[config.mk]
export PLATFORM = sky130hd
export DESIGN_NAME = switch_mcu_gpr_wb_ctrl_flat
export DESIGN_NICKNAME = d
export VERILOG_FILES = /design/src/rtl/switch_mcu_pkg.sv /design/src/rtl/switch_mcu_gpr_wb_ctrl_if.sv /design/src/rtl/switch_mcu_rr_arbiter.sv /design/src/rtl/switch_mcu_gpr_wb_ctrl.sv /design/src/flat_wrapper.sv
export SDC_FILE = /design/constraint.sdc
export NUM_CORES = 1
export LEC_CHECK = 0
export CORE_ASPECT_RATIO = 1.5
export CORE_MARGIN = 2
export CORE_UTILIZATION = 35
export DETAILED_ROUTE_END_ITERATION = 7
export PLACE_DENSITY_LB_ADDON = 0.2
export SLEW_MARGIN = 20
export SYNTH_ARGS = -nofsm -noshare
export SYNTH_HDL_FRONTEND = slang
export SYNTH_SLANG_ARGS = --single-unit
[constraint.sdc]
create_clock -name in_clk -period 4.3 [get_ports in_clk]
set_input_delay 0.645 -clock in_clk [delete_from_list [all_inputs] [get_ports in_clk]]
set_output_delay 0.645 -clock in_clk [all_outputs]
set_load 0.005 [all_outputs]
[src/rtl/switch_mcu_pkg.sv]
// Shared widths and writeback requester identities for the GPR writeback controller.
package switch_mcu_pkg;

    localparam int unsigned GPR_ADDR_W = 5;
    localparam int unsigned GPR_DATA_W = 32;
    localparam int unsigned NUM_WB_REQ = 3;
    localparam int unsigned GPR_NUM    = 1 << GPR_ADDR_W;

    // Requester indices; also used as the round-robin pointer state.
    typedef enum logic [1:0] {
        WB_ALU = 2'd0,
        WB_LSU = 2'd1,
        WB_CSR = 2'd2
    } wb_req_e;

    // Requester that follows r in round-robin order.
    function automatic wb_req_e wb_next(input wb_req_e r);
        case (r)
            WB_ALU:  return WB_LSU;
            WB_LSU:  return WB_CSR;
            default: return WB_ALU;
        endcase
    endfunction

endpackage

[src/rtl/switch_mcu_gpr_wb_ctrl_if.sv]
// Writeback request bus, GPR write port and scoreboard reserve/check signals.
interface switch_mcu_gpr_wb_ctrl_if;
    import switch_mcu_pkg::*;

    logic [NUM_WB_REQ-1:0]            in_req_valid;
    logic [NUM_WB_REQ*GPR_ADDR_W-1:0] in_req_addr;
    logic [NUM_WB_REQ*GPR_DATA_W-1:0] in_req_data;
    logic [NUM_WB_REQ-1:0]            out_req_ready;
    logic                             out_gpr_wen;
    logic [GPR_ADDR_W-1:0]            out_gpr_waddr;
    logic [GPR_DATA_W-1:0]            out_gpr_wdata;
    logic                             in_rsv_en;
    logic [GPR_ADDR_W-1:0]            in_rsv_addr;
    logic [GPR_ADDR_W-1:0]            in_chk_addr_1;
    logic [GPR_ADDR_W-1:0]            in_chk_addr_2;
    logic                             out_chk_busy_1;
    logic                             out_chk_busy_2;
    logic [GPR_NUM-1:0]               out_busy_vec;

    modport master (
        output in_req_valid, in_req_addr, in_req_data,
        output in_rsv_en, in_rsv_addr, in_chk_addr_1, in_chk_addr_2,
        input  out_req_ready, out_gpr_wen, out_gpr_waddr, out_gpr_wdata,
        input  out_chk_busy_1, out_chk_busy_2, out_busy_vec
    );

    modport slave (
        input  in_req_valid, in_req_addr, in_req_data,
        input  in_rsv_en, in_rsv_addr, in_chk_addr_1, in_chk_addr_2,
        output out_req_ready, out_gpr_wen, out_gpr_waddr, out_gpr_wdata,
        output out_chk_busy_1, out_chk_busy_2, out_busy_vec
    );

endinterface

[src/rtl/switch_mcu_rr_arbiter.sv]
// Three-way round-robin arbiter: grant is combinational, pointer advances past the winner.
module switch_mcu_rr_arbiter
    import switch_mcu_pkg::*;
(
    input  logic                  i_clk,
    input  logic                  i_rst,
    input  logic [NUM_WB_REQ-1:0] i_valid,
    output logic [NUM_WB_REQ-1:0] o_grant
);

    wb_req_e r_ptr;
    wb_req_e w_ptr_nxt;

    // Pointer register.
    always_ff @(posedge i_clk) begin
        if (i_rst) begin
            r_ptr <= WB_ALU;
        end else begin
            r_ptr <= w_ptr_nxt;
        end
    end

    // Pick the first valid requester starting at the pointer; no grant during reset.
    always_comb begin
        o_grant   = '0;
        w_ptr_nxt = r_ptr;
        if (!i_rst) begin
            case (r_ptr)
                WB_LSU: begin
                    if      (i_valid[1]) o_grant = 3'b010;
                    else if (i_valid[2]) o_grant = 3'b100;
                    else if (i_valid[0]) o_grant = 3'b001;
                end
                WB_CSR: begin
                    if      (i_valid[2]) o_grant = 3'b100;
                    else if (i_valid[0]) o_grant = 3'b001;
                    else if (i_valid[1]) o_grant = 3'b010;
                end
                default: begin
                    if      (i_valid[0]) o_grant = 3'b001;
                    else if (i_valid[1]) o_grant = 3'b010;
                    else if (i_valid[2]) o_grant = 3'b100;
                end
            endcase
            if      (o_grant[0]) w_ptr_nxt = wb_next(WB_ALU);
            else if (o_grant[1]) w_ptr_nxt = wb_next(WB_LSU);
            else if (o_grant[2]) w_ptr_nxt = wb_next(WB_CSR);
        end
    end

endmodule

[src/rtl/switch_mcu_gpr_wb_ctrl.sv]
// GPR writeback controller: arbitrates writeback requesters onto the register file
// write port (one cycle registered) and tracks pending destination registers.
module switch_mcu_gpr_wb_ctrl #(
    parameter int unsigned GPR_ADDR_W = switch_mcu_pkg::GPR_ADDR_W,
    parameter int unsigned GPR_DATA_W = switch_mcu_pkg::GPR_DATA_W,
    parameter int unsigned NUM_WB_REQ = switch_mcu_pkg::NUM_WB_REQ
) (
    input  logic                     in_clk,
    input  logic                     in_rst,
    switch_mcu_gpr_wb_ctrl_if.slave  bus
);

    localparam int unsigned GPR_NUM = 1 << GPR_ADDR_W;

    logic [NUM_WB_REQ-1:0] w_grant;
    logic                  w_xfer;
    logic [GPR_ADDR_W-1:0] w_sel_addr;
    logic [GPR_DATA_W-1:0] w_sel_data;
    logic [GPR_NUM-1:0]    w_busy_nxt;

    logic                  r_wen;
    logic [GPR_ADDR_W-1:0] r_waddr;
    logic [GPR_DATA_W-1:0] r_wdata;
    logic [GPR_NUM-1:0]    r_busy;

    switch_mcu_rr_arbiter u_arb (
        .i_clk   (in_clk),
        .i_rst   (in_rst),
        .i_valid (bus.in_req_valid),
        .o_grant (w_grant)
    );

    assign w_xfer            = |w_grant;
    assign bus.out_req_ready = w_grant;

    // Route the granted requester's address/data onto the write path.
    always_comb begin
        w_sel_addr = '0;
        w_sel_data = '0;
        for (int unsigned i = 0; i < NUM_WB_REQ; i++) begin
            if (w_grant[i]) begin
                w_sel_addr = bus.in_req_addr[i*GPR_ADDR_W +: GPR_ADDR_W];
                w_sel_data = bus.in_req_data[i*GPR_DATA_W +: GPR_DATA_W];
            end
        end
    end

    // Register the accepted write; x0 writes complete the handshake but never reach the file.
    always_ff @(posedge in_clk) begin
        if (in_rst || !w_xfer || (w_sel_addr == '0)) begin
            r_wen   <= 1'b0;
            r_waddr <= '0;
            r_wdata <= '0;
        end else begin
            r_wen   <= 1'b1;
            r_waddr <= w_sel_addr;
            r_wdata <= w_sel_data;
        end
    end

    // Scoreboard next state: writeback clears, reservation applied after so it wins; x0 pinned low.
    always_comb begin
        w_busy_nxt = r_busy;
        if (w_xfer) begin
            w_busy_nxt[w_sel_addr] = 1'b0;
        end
        if (bus.in_rsv_en) begin
            w_busy_nxt[bus.in_rsv_addr] = 1'b1;
        end
        w_busy_nxt[0] = 1'b0;
    end

    // Scoreboard register.
    always_ff @(posedge in_clk) begin
        if (in_rst) begin
            r_busy <= '0;
        end else begin
            r_busy <= w_busy_nxt;
        end
    end

    assign bus.out_gpr_wen    = r_wen;
    assign bus.out_gpr_waddr  = r_waddr;
    assign bus.out_gpr_wdata  = r_wdata;
    assign bus.out_busy_vec   = r_busy;
    assign bus.out_chk_busy_1 = r_busy[bus.in_chk_addr_1];
    assign bus.out_chk_busy_2 = r_busy[bus.in_chk_addr_2];

endmodule

[src/flat_wrapper.sv]
// flat-port wrapper written by rule: the top's interface ports become plain ports
module switch_mcu_gpr_wb_ctrl_flat 
#(
    parameter int unsigned GPR_ADDR_W = switch_mcu_pkg::GPR_ADDR_W,
    parameter int unsigned GPR_DATA_W = switch_mcu_pkg::GPR_DATA_W,
    parameter int unsigned NUM_WB_REQ = switch_mcu_pkg::NUM_WB_REQ
)
  (in_clk, in_rst, bus_in_req_valid, bus_in_req_addr, bus_in_req_data, bus_in_rsv_en, bus_in_rsv_addr, bus_in_chk_addr_1, bus_in_chk_addr_2, bus_out_req_ready, bus_out_gpr_wen, bus_out_gpr_waddr, bus_out_gpr_wdata, bus_out_chk_busy_1, bus_out_chk_busy_2, bus_out_busy_vec);
  switch_mcu_gpr_wb_ctrl_if bus_i ();
  input  logic in_clk;
  input  logic in_rst;
  input wire logic [$bits(bus_i.in_req_valid)-1:0] bus_in_req_valid;
  input wire logic [$bits(bus_i.in_req_addr)-1:0] bus_in_req_addr;
  input wire logic [$bits(bus_i.in_req_data)-1:0] bus_in_req_data;
  input wire logic [$bits(bus_i.in_rsv_en)-1:0] bus_in_rsv_en;
  input wire logic [$bits(bus_i.in_rsv_addr)-1:0] bus_in_rsv_addr;
  input wire logic [$bits(bus_i.in_chk_addr_1)-1:0] bus_in_chk_addr_1;
  input wire logic [$bits(bus_i.in_chk_addr_2)-1:0] bus_in_chk_addr_2;
  output wire logic [$bits(bus_i.out_req_ready)-1:0] bus_out_req_ready;
  output wire logic [$bits(bus_i.out_gpr_wen)-1:0] bus_out_gpr_wen;
  output wire logic [$bits(bus_i.out_gpr_waddr)-1:0] bus_out_gpr_waddr;
  output wire logic [$bits(bus_i.out_gpr_wdata)-1:0] bus_out_gpr_wdata;
  output wire logic [$bits(bus_i.out_chk_busy_1)-1:0] bus_out_chk_busy_1;
  output wire logic [$bits(bus_i.out_chk_busy_2)-1:0] bus_out_chk_busy_2;
  output wire logic [$bits(bus_i.out_busy_vec)-1:0] bus_out_busy_vec;
  assign bus_i.in_req_valid = bus_in_req_valid;
  assign bus_i.in_req_addr = bus_in_req_addr;
  assign bus_i.in_req_data = bus_in_req_data;
  assign bus_i.in_rsv_en = bus_in_rsv_en;
  assign bus_i.in_rsv_addr = bus_in_rsv_addr;
  assign bus_i.in_chk_addr_1 = bus_in_chk_addr_1;
  assign bus_i.in_chk_addr_2 = bus_in_chk_addr_2;
  assign bus_out_req_ready = bus_i.out_req_ready;
  assign bus_out_gpr_wen = bus_i.out_gpr_wen;
  assign bus_out_gpr_waddr = bus_i.out_gpr_waddr;
  assign bus_out_gpr_wdata = bus_i.out_gpr_wdata;
  assign bus_out_chk_busy_1 = bus_i.out_chk_busy_1;
  assign bus_out_chk_busy_2 = bus_i.out_chk_busy_2;
  assign bus_out_busy_vec = bus_i.out_busy_vec;
  switch_mcu_gpr_wb_ctrl #(.GPR_ADDR_W(GPR_ADDR_W), .GPR_DATA_W(GPR_DATA_W), .NUM_WB_REQ(NUM_WB_REQ)) u_core (.in_clk(in_clk), .in_rst(in_rst), .bus(bus_i));
endmodule
Word-level counts from Yosys, hierarchy flattened
Cells that the tools add are included.
- register bits after elaboration: 72
- input bits: 132
- word-level logic and storage cells: 60
- order comparisons: 6
- equal/unequal tests: 2
- muxes and demuxes: 32
- bitwise gates (word level): 3
- reductions and logical operators: 10
- operator list (kind ; number):
    $mux 32 ; 5
    $and 32x32->32 ; 1
    $not 32->32 ; 1
    $or 32x32->32 ; 1
    $lt 5x6->1 const B ; 4
    $mux 3 ; 8
    $mux 5 ; 3
    $bmux 1 s5 ; 2
    $demux 1 s5 ; 2
    $ge 5x1->1 const B ; 2
    $mux 2 ; 4
    $mux 1 ; 7
    $pmux 3 s2 ; 1
    $logic_not 5->1 ; 1
    $reduce_bool 3->1 ; 1
    $reduce_or 3->1 ; 1
    $eq 2x1->1 const B ; 1
    $eq 2x2->1 const B ; 1
    $logic_and 1x1->1 ; 2
    $logic_or 1x1->1 ; 2
    $reduce_bool 2->1 ; 1
    $reduce_or 2->1 ; 1
    $logic_not 1->1 ; 1

Depth between registers and ports, before layout
Gate-level depths: netlist (run 1).
- word-level depth: 18
- depth in mapped cells: 12
- gate-level depth less buffers: 10

Modules after synthesis
A second synthesis (run 1) with hierarchy kept.
- cell total of the unflattened synthesis: 497
- area, all modules: 4424.2 um^2
- by module, submodules not included (module ; instances ; cells each ; area an instance (um^2) ; seq. area each (um^2)):
    switch_mcu_gpr_wb_ctrl ; 1 ; 467 ; 4179.0 ; 1381.3
    switch_mcu_rr_arbiter ; 1 ; 30 ; 245.2 ; 40.0

Worst setup path after synthesis (run 1)
No wires, ideal clock.
- path kind: input-to-output
- start point: input port bus_in_chk_addr_1[0]
- end point: output port bus_out_chk_busy_1
- arrival: 2329 ps
- data required time: 3655 ps
- slack: 1326 ps
- cell stages on the path: 4
- path buffers: 1
- cells stage by stage: clkbuf_1 -> mux4_2 -> mux4_2 -> mux2_2
- word-level cells in the longest chain between the ends: 2
- ends and longest elaborated chain (element ; line ; text):
    start: declaration ; flat_wrapper.sv:17 ; input wire logic [$bits(bus_i.in_chk_addr_1)-1:0] bus_in_chk_addr_1;
    $bmux 1 s5 ; switch_mcu_gpr_wb_ctrl.sv:86 ; assign bus.out_chk_busy_1 = r_busy[bus.in_chk_addr_1];
    $mux 1 (implied by the code) ; switch_mcu_gpr_wb_ctrl.sv:86 ;
    end: declaration ; flat_wrapper.sv:23 ; output wire logic [$bits(bus_i.out_chk_busy_1)-1:0] bus_out_chk_busy_1;
Every way passes these cells. The select of a mux whose other input is x is not followed.

Worst setup path after layout (run 1)
Same ends and word-level chain as after synthesis.

==> reports/results.ini, run 1 <==
[status]
status = complete, no violations

[clock_network]
cts-root-buf = clkbuf_16
cts_buffers = 9
cts_resized = 0
post_cts_buffers = 0
htreeDepth = 3
clkTransAtPathRegs_ps = 50
cts.sinks = 71
clockBufferDepth = 2
cts_tree = done
hold_buffers = 0
insertion_delay_ps = 330

[drt]
ant_nets = 0
drcViolationCount = 0
dr.pass1.iters = 5
num_vias = 4537
routed_via_density = 5.71
wl_um = 15300
drtIter0Drc = 197
wl_per_cell_um = 19.2

[yosys]
synth_edf_count = 0
synth_compound_area_share_pct = 31.1
synth-main-ff-cell = dfxtp_1
yosysSeqAreaShare_pct = 34.6
synth_top_area_share_pct = 34.6
syn_inst = 454
yosysWarnings = 0
synth_xor_area_share_pct = 0
synth_top_family_by_area = compound AO/OA/AOI/OAI gates
synth_mux_area_share_pct = 11.0
synth_top_area_cell = dfxtp_1
yosysMostFrequentCell = dfxtp_1
ys_seq_elements = 71
syn_area_um2 = 4110
ys_types = 43
synth_fa_ha_area_share_pct = 0.609
synthArstFlopShare_pct = 0
postSynthAreaPerCell_um2 = 9.05
syn_nets = 588
synth.area.top_cells = dfxtp_1, mux4_2, a211oi_2
yosys-top-cells-count = dfxtp_1, nor2_1, o21ai_0
yosys.area_share.simple_pct = 16.6

[grt]
use_met1_pct = 23.6
track_usage_pct = 23.7
grt_overflow = 0
antenna_found_initial = 0
met2_usage_pct = 42.7
grt_max_degree = 37
met3_usage_pct = 6.39
grt_pass1_wl_um = 23100
grt_pass1_vias = 4570
busiest_layer = met2

[sta]
setup_ws_ps = 436
drv_slew = 0
post-route-min-period_ps = 3860
hold_viol_final = 0
fmax_mhz = 259
setup_viol_count_final = 0
setup_tns_ps = 0
worst_pin_slew_ps = 1010
final.setup_skew_ps = 5.58
slew_headroom_pct = 32.4
min_period_over_period_pct = 89.9
rsz0062_at_grt = false

[setup_path]
cp_max_fo = 9
worst_setup_path_end_kind = output port
setup.worst_path.start_class = primary input
worstSetupPathType = in -> out
required_ps = 3650
worstPathArrival_ps = 3220

[cells_and_area]
drive_above_1_share_pct = 12.6
syn_to_final_growth_pct = 58.3
fin_nets = 775
antennaDiodeCount = 0

[power_and_ir_drop]
p_leak_nw = 2.22
seqPwrFrac_pct = 35.6
p_clk_share_pct = 34.6
powerDensity_nw_per_um2 = 314
power.internal_mw = 1.46
irDropWorstVdd_mv = 0.178
switchingPower_mw = 0.584
combPwrFrac_pct = 29.8
p_total_mw = 2.04
switching_share_pct = 28.6

[die]
fp-row-count = 48
io_pins = 207
core_area_um2 = 11500
die-area_um2 = 12600
start_util_pct = 35.8
die_h_um = 137
die_w_um = 92.5

[placement]
gp_congestion = 0.896
port_buffers = 205
post-place-ws_ps = 414
hpwlAfterDp_um = 12000

[flow_run]
maxCapViolCount = 0

[worst_hold_path]
hold_class = reg -> reg

[cell type report]
cell class	instances	area, um2
fill	1039	4970
clock buffer	11	233
timing repair buffer	212	2100
tap	150	188
sequential	71	1420
multi-input combinational	335	2450
clock inverter	4	47.5
inverter	12	60.1
[state kept, by name (all words and copies together), names as in the netlist]
signal                    count
u_core.bus.out_gpr_wdata     32
u_core.bus.out_busy_vec      31
u_core.bus.out_gpr_waddr      5
u_core.u_arb.r_ptr            2
u_core.bus.out_gpr_wen        1
[worst max-delay path, stage by stage]
cell and delay (ps):
clkdlybuf4s50_1 800, mux4_2 570, mux4_2 490, mux2_2 280
clkdlybuf4s50_1 440
[layer usage]
metal	share of wire [%]	wire length [um]
met5	0	0
met4	5.5	837
met3	9.5	1460
met2	51	7850
met1	34	5160
[logic make-up after synthesis]
logic type / count (synthesis)
buf+inv: 48
other cells: 1
flops: 71
compound gates: 165
fa+ha+maj: 2
mux: 22
simple gates: 145
[final timing paths]
| kind | slack (ps) | depth (start not counted) | end | from |
|---|---|---|---|---|
| hold reg to reg | 530 | 2 | u_core.u_arb.r_ptr[1] | u_core.u_arb.r_ptr[1] |
| setup / recovery | 440 | 5 | bus_out_chk_busy_1 | bus_in_chk_addr_1[0] |
| hold / removal | 530 | 2 | u_core.u_arb.r_ptr[1] | u_core.u_arb.r_ptr[1] |
| setup reg to reg | 1020 | 10 | u_core.bus.out_gpr_wdata[4] | u_core.u_arb.r_ptr[0] |
[stage by stage]
stage | utilization [%] | instance area (um2) | instances | hold slack [ps]
final | 56.7 | 6500 | 795 | 533
after detailed placement | 54.3 | 6220 | 780 | 530
after global placement | 54.3 | 6220 | 780 | 528
after global routing | 56.7 | 6500 | 795 | 575
after floorplan | - | 4110 | 454 | 506
after CTS | 56.7 | 6500 | 795 | 542
[power groups by stage]
| stage | clock network, mW | registers [mW] | logic [mW] |
|---|---|---|---|
| after global placement | 0 | 0.740 | 0.601 |
| after global routing | 0.750 | 0.733 | 0.654 |
| after CTS | 0.722 | 0.728 | 0.611 |
| after floorplan | 0 | 0.746 | 0.306 |
| after detailed placement | 0 | 0.742 | 0.607 |
| final | 0.706 | 0.728 | 0.609 |
[cell usage in the layout, fill, tap and decap left out, drive strengths merged]
master	instances
inv	8
a21o	1
nand2b	2
nand3b	5
nor2b	3
bufinv	1
clkdlybuf4s50	205
o221ai	1
a211o	2
buf	7
ha	2
o211ai	5
nor3	35
nand3	2
a32o	1
clkbuf	11
o21a	1
or3	2
o21ai	36
mux2	4
a221oi	34
mux4	18
a2111oi	1
dfxtp	71
or3b	3
a211oi	34
and2	1
clkinv	6
clkinvlp	1
nor4	7
a21oi	35
a311o	4
nand2	16
conb	1
a31oi	10
nor2	69
Note: power is estimated with default switching activity, not from simulation.
==> inputs of run 2 (changes only) <==
--- a/config.mk
+++ b/config.mk
@@ -8,6 +8,7 @@
 export CORE_ASPECT_RATIO = 1.5
 export CORE_MARGIN = 2
 export CORE_UTILIZATION = 35
+export CTS_CLUSTER_SIZE = 16
 export DETAILED_ROUTE_END_ITERATION = 7
 export PLACE_DENSITY_LB_ADDON = 0.2
 export SLEW_MARGIN = 20
==> results of run 2 <==
Final layout, timing and power as in run 1 (identical DEF).
